File: config.mk
export PLATFORM = sky130hd
export DESIGN_NAME = booth_seq_ctrl
export DESIGN_NICKNAME = d
export VERILOG_FILES = /design/src/rtl/booth_seq_ctrl.sv
export SDC_FILE = /design/constraint.sdc
export NUM_CORES = 1
export LEC_CHECK = 0
export ABC_CLOCK_PERIOD_IN_PS = 2500
export CAP_MARGIN = 10
export CORE_AREA = 2 2 39 41
export DETAILED_ROUTE_END_ITERATION = 8
export DIE_AREA = 0 0 41 43
export SYNTH_ARGS = -nofsm -noshare
export SYNTH_HDL_FRONTEND = slang
export SYNTH_SLANG_ARGS = --single-unit
File: constraint.sdc
create_clock -name clock -period 2.5 [get_ports clock]
set_input_delay 0.5 -clock clock [delete_from_list [all_inputs] [get_ports clock]]
set_output_delay 0.5 -clock clock [all_outputs]
set_load 0.01 [all_outputs]
File: src/rtl/booth_seq_ctrl.sv
// Control sequencer for a radix-2 Booth multiplier: LOAD, then N_BITS EVAL/SHIFT pairs, then DONE.
// Optional abort input enabled by defining BOOTH_SEQ_CTRL_ABORT_EN.
module booth_seq_ctrl #(
  parameter int N_BITS = 4,
  parameter int CNT_W  = 3
) (
  input  logic       clock,
  input  logic       reset,
  input  logic       start,
`ifdef BOOTH_SEQ_CTRL_ABORT_EN
  input  logic       abort,
`endif
  input  logic [1:0] q_pair,
  output logic [1:0] q_ctrl,
  output logic [2:0] a_ctrl,
  output logic       busy,
  output logic       done
);

  typedef enum logic [2:0] {
    S_IDLE  = 3'd0,
    S_LOAD  = 3'd1,
    S_EVAL  = 3'd2,
    S_SHIFT = 3'd3,
    S_DONE  = 3'd4
  } state_t;

  localparam logic [CNT_W-1:0] LAST_CNT = CNT_W'(N_BITS - 1);

  state_t           r_state;
  logic [CNT_W-1:0] r_count;
  logic             w_active;
  logic             w_abort;
  logic             w_last;

  assign w_active = (r_state == S_LOAD) || (r_state == S_EVAL) || (r_state == S_SHIFT);
  assign w_last   = (r_count == LAST_CNT);

`ifdef BOOTH_SEQ_CTRL_ABORT_EN
  assign w_abort = abort && w_active;
`else
  assign w_abort = 1'b0;
`endif

  always_ff @(posedge clock) begin
    if (reset) begin
      r_state <= S_IDLE;
      r_count <= '0;
    end else if (w_abort) begin
      r_state <= S_IDLE;
      r_count <= '0;
    end else begin
      case (r_state)
        S_IDLE: begin
          if (start) r_state <= S_LOAD;
        end
        S_LOAD: begin
          r_count <= '0;
          r_state <= S_EVAL;
        end
        S_EVAL: begin
          r_state <= S_SHIFT;
        end
        S_SHIFT: begin
          if (w_last) begin
            r_state <= S_DONE;
          end else begin
            r_count <= r_count + 1'b1;
            r_state <= S_EVAL;
          end
        end
        S_DONE: begin
          r_state <= S_IDLE;
        end
        default: begin
          r_state <= S_IDLE;
          r_count <= '0;
        end
      endcase
    end
  end

  // Codes are decoded from the registered state; the EVAL op also looks at q_pair,
  // which the datapath holds steady through that cycle.
  always_comb begin
    q_ctrl = 2'b11;
    a_ctrl = 3'b000;
    busy   = 1'b0;
    done   = 1'b0;
    case (r_state)
      S_LOAD: begin
        q_ctrl = 2'b00;
        a_ctrl = 3'b001;
        busy   = 1'b1;
      end
      S_EVAL: begin
        busy = 1'b1;
        case (q_pair)
          2'b01:   a_ctrl = 3'b010;
          2'b10:   a_ctrl = 3'b011;
          default: a_ctrl = 3'b000;
        endcase
      end
      S_SHIFT: begin
        q_ctrl = 2'b10;
        a_ctrl = 3'b100;
        busy   = 1'b1;
      end
      S_DONE: begin
        busy = 1'b1;
        done = 1'b1;
      end
      default: ;
    endcase
    // Nothing may reach the datapath while reset is held or on the cycle an abort lands.
    if (reset || w_abort) begin
      q_ctrl = 2'b11;
      a_ctrl = 3'b000;
    end
    if (reset) begin
      busy = 1'b0;
      done = 1'b0;
    end
  end

endmodule
### Word-level counts from Yosys, hierarchy flattened

Index checks and enable logic that the tools add are counted.

* register bits: 6
* output and inout port bits: 7
* word-level logic and storage cells: 31

* add/sub/neg operators: 1
* equality and inequality tests: 9
* mux-type cells: 14
* bitwise operators: 1
* reductions and logical operators: 4

Operator list (number)
* $mux 3: 4
* $pmux 3 s4: 1
* $eq 3x2->1 const B: 3
* $pmux 3 s3: 1
* $pmux 2 s2: 2
* $pmux 3 s2: 1
* $mux 1: 4
* $ne 2x2->1 const B: 2
* $reduce_or 4->1: 1
* $add 3x1->3 const B: 1
* $eq 3x1->1 const B: 1
* $eq 3x3->1 const B: 1
* $logic_not 3->1: 1
* $reduce_or 3->1: 1
* $eq 2x1->1 const B: 1
* $eq 2x2->1 const B: 1
* $mux 2: 1
* $reduce_and 2->1: 1
* $not 1->1: 1

### Longest topological paths before layout

Gate-level depths: netlist of run 1.

* depth in word-level cells: 4
* mapped depth: 5

### Worst setup path before layout of run 1

Ideal clock, no wire load.

* path type: input port to output port
* start point: input port q_pair[0]
* end point: output port a_ctrl[1]
* data arrival time: 1.100 ns
* slack: 0.900 ns
* cell stages on the path: 3
* cell sequence: inv_1 ha_1 and4bb_2

* word-level cells in the longest chain between the ends: 4

Ends and longest elaborated chain
* from (decl): line 13 `input logic [1:0] q_pair,`
* $eq 2x2->1 / $eq 2x1->1 (equally long branches): line 98 `case (q_pair)`
* $pmux 2 s2 (*): line 98
* $pmux 3 s3 (*): line 90 `case (r_state)`
* $mux 3 (*): line 116 `if (reset || w_abort) begin`
* to (decl): line 15 `output logic [2:0] a_ctrl,`

Mark *: on every way between the ends. The rest lies on a longest branch, timed or not.

### Final worst setup path of run 1

* start point: input port reset
* end point: output port q_ctrl[1]

* word-level cells in the longest chain between the ends: 1

Ends and longest elaborated chain
* from (decl): line 8 `input logic reset,`
* $mux 2: line 116
* to (decl): line 14 `output logic [1:0] q_ctrl,`

Every way passes these cells.

==> flow_summary.json, run 1 <==
{
  "status": "completed",
  "num_rows": 14,
  "die-width_um": 41,
  "fillers": 159,
  "slew_violations": 0,
  "top_usage_layer": "met2",
  "setup-tns-final_ns": 0,
  "cp_max_fo": 6,
  "synthesis.area_um2": 348,
  "routed_wl_um": 690,
  "die-area_mm2": 0.00176,
  "synthTopCellsByArea": "dfxtp_1 (35%), ha_1 (11%), o2bb2ai_1 (7.6%)",
  "mostFrequentLayoutCell": "clkdlybuf4s50_1",
  "finalSetupViolCount": 0,
  "grt_pass1_wl_um": 1020,
  "clock.fmax_mhz": 413,
  "ios": 12,
  "vias": 313,
  "required_ns": 2.00,
  "synthToLayoutAreaGrowth_pct": 46.4,
  "seq_area_frac_synth_pct": 34.5,
  "worstPathArrival_ns": 1.92,
  "cts_tree": "done",
  "start_kind": "input pin",
  "fin_util_pct": 36.8,
  "n_antenna_cell": 0,
  "initial_core_util_pct": 25.1,
  "ys_ff_latch": 6,
  "die_h_um": 43,
  "cts_buffer_depth": 2,
  "path_class": "input pin to primary output",
  "core_area_mm2": 0.00138,
  "grt_overflow": 0,
  "post-cts-setup-buffer-count": 0,
  "synth_cell_types": 19,
  "detail_route.wl_per_cell_um": 9.86,
  "synth_top_area_share_pct": 34.5,
  "min_period_ns": 2.42,
  "syn-num-nets": 48,
  "syn_inst": 40,
  "tightest_slew_ns": 0.447,
  "relSlewSlack_pct": 70.1,
  "h-tree-depth": 1,
  "fin_skew_ns": 0.00395,
  "final_cell_mix": "clkdlybuf4s50_1 (10), nor2_1 (6), dfxtp_1 (6), nand2_1 (4)",
  "ys_warn_count": 0,
  "met3_usage_pct": 3.14,
  "yosys.area.top_type": "dfxtp_1",
  "met2_usage_pct": 12.2,
  "grt.met1_usage_pct": 11.1,
  "drive_above_1_share_pct": 14.8,
  "critPathCaptureType": "primary output",
  "antenna_found_initial": 0,
  "ir_drop_mv": 0.161,
  "power_density_mw_per_mm2": 465,
  "cts.sinks": 6,
  "grt_pass1_vias": 267,
  "drv_cap": 0,
  "fin_nets": 64,
  "period_share_pct": 96.8,
  "hold_class": "flop to flop",
  "hold_violations": 0,
  "routabilityCongestion": 0.704,
  "leakage_nw": 0.203,
  "path_clk_slew_ns": 0.04,
  "cts_buffers": 3,
  "drtIter0Drc": 1,
  "grt_max_degree": 16,
  "drtAntennaViolNets": 0,
  "clk_latency_ns": 0.24,
  "port_buffers": 11,
  "rsz0062_at_grt": "no",
  "dp_hpwl_um": 487,
  "grtUsageTotal_pct": 8.87,
  "cts_root_buffer": "clkbuf_4",
  "drc": 0,
  "viasPerCell": 4.47,
  "firstDrtPassIters": 3,
  "avgSynthCellArea_um2": 8.70
}
metal layers:
metal	vias to the layer above	wire length (um)
li1	171	-
met1	131	341
met2	11	297
met3	0	51
met4	0	0
met5	-	0
synthesized netlist by cell type:
cell type	count
a21boi_0	1
a221oi_2	1
a31oi_1	1
and3_1	1
and4bb_2	1
buf_2	2
dfxtp_1	6
ha_1	3
inv_1	2
nand2_1	4
nand2b_1	1
nand3b_1	2
nor2_1	6
nor2_2	1
nor4b_1	1
o21ai_0	2
o2bb2ai_1	3
or2_1	1
xor2_1	1
repair_timing:
item,CTS,global route
pin swaps,0,0
hold buffers,0,0
endpoints found under the setup margin,1,1
resized for setup,1,1
stage by stage:
stage	area [um^2]	hold WS, ns	worst slack (ns)	instances	total power [mW]
after floorplan	348	0.432	0.900	40	0.127
after global placement	483	0.449	-0.0730	67	0.148
after detailed placement	483	0.454	-0.0810	67	0.148
after CTS	504	0.465	0.0647	70	0.240
after global routing	509	0.472	0.00220	70	0.250
final	509	0.462	0.0801	70	0.237
state kept, by name, summed over array words and instances, names as in the netlist:
signal,count
r_count,3
r_state,3
critical path, stage by stage:
cell	delay (ns)
clkdlybuf4s50_1	0.49
nor2_4	0.16
nand2_1	0.08
or2_1	0.21
clkdlybuf4s50_1	0.47
final timing paths:
kind,from,to,slack [ns],cells after the start
worst max-delay path,reset,q_ctrl[1],0.08,5
worst min register to register,r_count[2],r_count[2],0.46,1
worst min-delay path,r_count[2],r_count[2],0.46,1
worst max register to register,r_count[0],r_count[2],1.09,5
kinds of logic after synthesis:
family,synth area share (%)
AND/OR/NAND/NOR,28.4
XOR/XNOR,2.52
buffers and inverters,5.04
flip-flops,34.5
adder cells (fa/ha/maj),10.8
AO/OA/AOI/OAI,18.7
power breakdown:
part	switching [mW]	internal [mW]	leakage [nW]
Sequential	0.00850	0.0992	0.0488
Clock	0.0360	0.0544	0.0138
Combinational	0.0151	0.0237	0.140
final cells by class:
type | instances | area (um^2) | area share (%)
sequential | 6 | 120 | 23.6
multi-input combinational | 30 | 215 | 42.3
clock buffer | 3 | 22.5 | 4.42
timing repair buffer | 13 | 124 | 24.3
tap | 16 | 20.0 | 3.93
inverter | 2 | 7.51 | 1.47
No activity file was read; power rests on OpenSTA's default activity.
==> run 2, diff against run 1 <==
--- a/config.mk
+++ b/config.mk
@@ -10,6 +10,8 @@
 export CORE_AREA = 2 2 39 41
 export DETAILED_ROUTE_END_ITERATION = 8
 export DIE_AREA = 0 0 41 43
+export PLACE_DENSITY_LB_ADDON = 0.12
+export SKIP_CTS_REPAIR_TIMING = 1
 export SYNTH_ARGS = -nofsm -noshare
 export SYNTH_HDL_FRONTEND = slang
 export SYNTH_SLANG_ARGS = --single-unit
==> run 2 against run 1 <==
Net effect: global-route usage is 2.0 points higher; combinational power is 1% higher; via count is 9.3% higher; first-iteration DRC count is 100% higher; cell area is 1.2% higher; clock power is 0.6% lower; utilization is 0.45 points higher; wire length is 13% higher; non-clock buffer count stayed put; largest cell class unchanged.
==> flow_summary.json, run 2 (synthesis results as in run 1) <==
{
  "status": "completed",
  "cts_tree": "done",
  "drc": 0,
  "grtUsageTotal_pct": 10.9,
  "cts_buffers": 3,
  "p_switching_mw": 0.0598,
  "p_comb_share_pct": 16.5,
  "path_class": "input pin to primary output",
  "drv_cap": 0,
  "r2r_setup_slack_ns": 1.10,
  "initial_core_util_pct": 25.1,
  "pre_cts_ws_ns": -0.0890,
  "cts_root_buffer": "clkbuf_4",
  "tightest_slew_ns": 0.463,
  "relSlewSlack_pct": 69.1,
  "drtIter0Drc": 2,
  "cts.sinks": 6,
  "detail_route.wl_per_cell_um": 11.2,
  "path_clk_slew_ns": 0.05,
  "grt_pass1_wl_um": 1340,
  "firstDrtPassIters": 4,
  "synthToLayoutAreaGrowth_pct": 48.2,
  "required_ns": 2.00,
  "die-area_mm2": 0.00176,
  "hold_ws_ns": 0.471,
  "clk_latency_ns": 0.24,
  "slowest_delay_ns": 0.56,
  "reg_top3": "r_count (3), r_state (3)",
  "critPathCaptureType": "primary output",
  "rsz0062_at_grt": "no",
  "grt_pass1_vias": 327,
  "h-tree-depth": 1,
  "routabilityCongestion": 0.664,
  "grt_max_degree": 16,
  "switching_share_pct": 25.2,
  "clkPwrFrac_pct": 37.9,
  "dp_hpwl_um": 577,
  "worst_path_max_delay_cell": "clkdlybuf4s50_1",
  "mostFrequentLayoutCell": "clkdlybuf4s50_1",
  "n_antenna_cell": 0,
  "p_int_mw": 0.178,
  "power_density_mw_per_mm2": 460,
  "viasPerCell": 4.89,
  "cp_cell_sequence": "clkdlybuf4s50_1 > ha_1 > nand3b_1 > a21boi_0 > clkdlybuf4s50_1",
  "hold_class": "flop to flop",
  "final_cell_mix": "clkdlybuf4s50_1 (9), nor2_1 (6), dfxtp_1 (6), nand2_1 (4)",
  "path_common_cell": "clkdlybuf4s50_1",
  "die_h_um": 43,
  "grt_overflow": 0,
  "ios": 12,
  "cp_max_fo": 1,
  "hold_violations": 0,
  "p_seq_share_pct": 45.6,
  "startpoint": "q_pair[1]",
  "core_area_mm2": 0.00138,
  "antenna_found_initial": 0,
  "finalSetupViolCount": 0,
  "num_rows": 14,
  "clock.fmax_mhz": 417,
  "worstPathArrival_ns": 1.90,
  "vias": 342,
  "drtAntennaViolNets": 0,
  "min_period_ns": 2.40,
  "rr_startpoint": "r_count[0]",
  "routed_wl_um": 783,
  "drive_above_1_share_pct": 14.8,
  "reg2reg_to": "r_count[0]",
  "ir_drop_mv": 0.204,
  "crit_end": "a_ctrl[0]",
  "cts_buffer_depth": 2,
  "leakage_nw": 0.235,
  "worst_slack_ns": 0.0998,
  "fin_nets": 64,
  "slew_violations": 0,
  "die-width_um": 41,
  "fin_skew_ns": 0.00172,
  "port_buffers": 11,
  "whs_path_depth": 1,
  "period_share_pct": 96.0,
  "fillers": 146,
  "worstRegToRegCells": 5,
  "start_kind": "input pin"
}
-- run 2: cell types whose count changed in the layout (fill, tap and decap cells not counted) --
cell	previous run	this run
dlymetal6s2s_1	0	2
dlygate4sd2_1	1	0
clkdlybuf4s50_1	10	9
-- run 2: worst min path at each step --
stage	startpoint	endpoint	slack [ns]
after detailed placement	r_count[1]	r_count[1]	0.46
after floorplan	r_count[2]	r_count[2]	0.43
after global routing	r_count[1]	r_count[1]	0.49
final	r_count[2]	r_count[2]	0.47
after global placement	r_count[1]	r_count[1]	0.45
after CTS	r_count[1]	r_count[1]	0.48
-- run 2: area by class of cell --
| type | count | area (um^2) | share of cell area [%] |
|---|---|---|---|
| flip-flops and latches | 6 | 120 | 23.3 |
| well taps | 16 | 20.0 | 3.88 |
| repair buffers | 13 | 130 | 25.2 |
| multi-input cells | 30 | 215 | 41.7 |
| clock buffers | 3 | 22.5 | 4.37 |
| inverters | 2 | 7.51 | 1.46 |
-- run 2: through the flow --
step	setup TNS, ns	cell area, um^2	power [mW]	instances	utilization [%]
5_1_grt	0	515	0.250	70	37.3
6_report	0	515	0.237	70	37.3
3_3_place_gp	-0.0658	483	0.147	67	34.9
3_5_place_dp	-0.0890	483	0.149	67	34.9
4_1_cts	-0.0972	505	0.242	70	36.5
2_1_floorplan	0	348	0.127	40	-
-- run 2: power groups by stage --
stage / combinational, mW / sequential, mW / clock [mW]
after floorplan: 0.0240 / 0.103 / 0
after global placement: 0.0380 / 0.109 / 0
after detailed placement: 0.0393 / 0.110 / 0
after CTS: 0.0397 / 0.108 / 0.0945
after global routing: 0.0434 / 0.109 / 0.0976
final: 0.0392 / 0.108 / 0.0899
-- run 2: critical path: cells and delay by family --
family                   cells  cell delay [ns]
buffers and inverters        2             1.02
AND/OR/NAND/NOR              1             0.07
AO/OA/AOI/OAI                1             0.17
adder cells (fa/ha/maj)      1             0.14
-- run 2: per-layer routing --
| layer | part of all wire [%] | vias up | track usage [%] |
|---|---|---|---|
| li1 | - | 172 | - |
| met4 | 1.9 | 0 | 6.00 |
| met1 | 43 | 155 | 14.0 |
| met2 | 47 | 13 | 16.3 |
| met5 | 0 | - | 0 |
| met3 | 7.8 | 2 | 2.09 |
==> run 3, diff against run 2 <==
--- a/config.mk
+++ b/config.mk
@@ -10,6 +10,7 @@
 export CORE_AREA = 2 2 39 41
 export DETAILED_ROUTE_END_ITERATION = 8
 export DIE_AREA = 0 0 41 43
+export HOLD_SLACK_MARGIN = 0.1
 export PLACE_DENSITY_LB_ADDON = 0.12
 export SKIP_CTS_REPAIR_TIMING = 1
 export SYNTH_ARGS = -nofsm -noshare
==> results of run 3 <==
Final layout, timing and power as in run 2 (identical DEF).
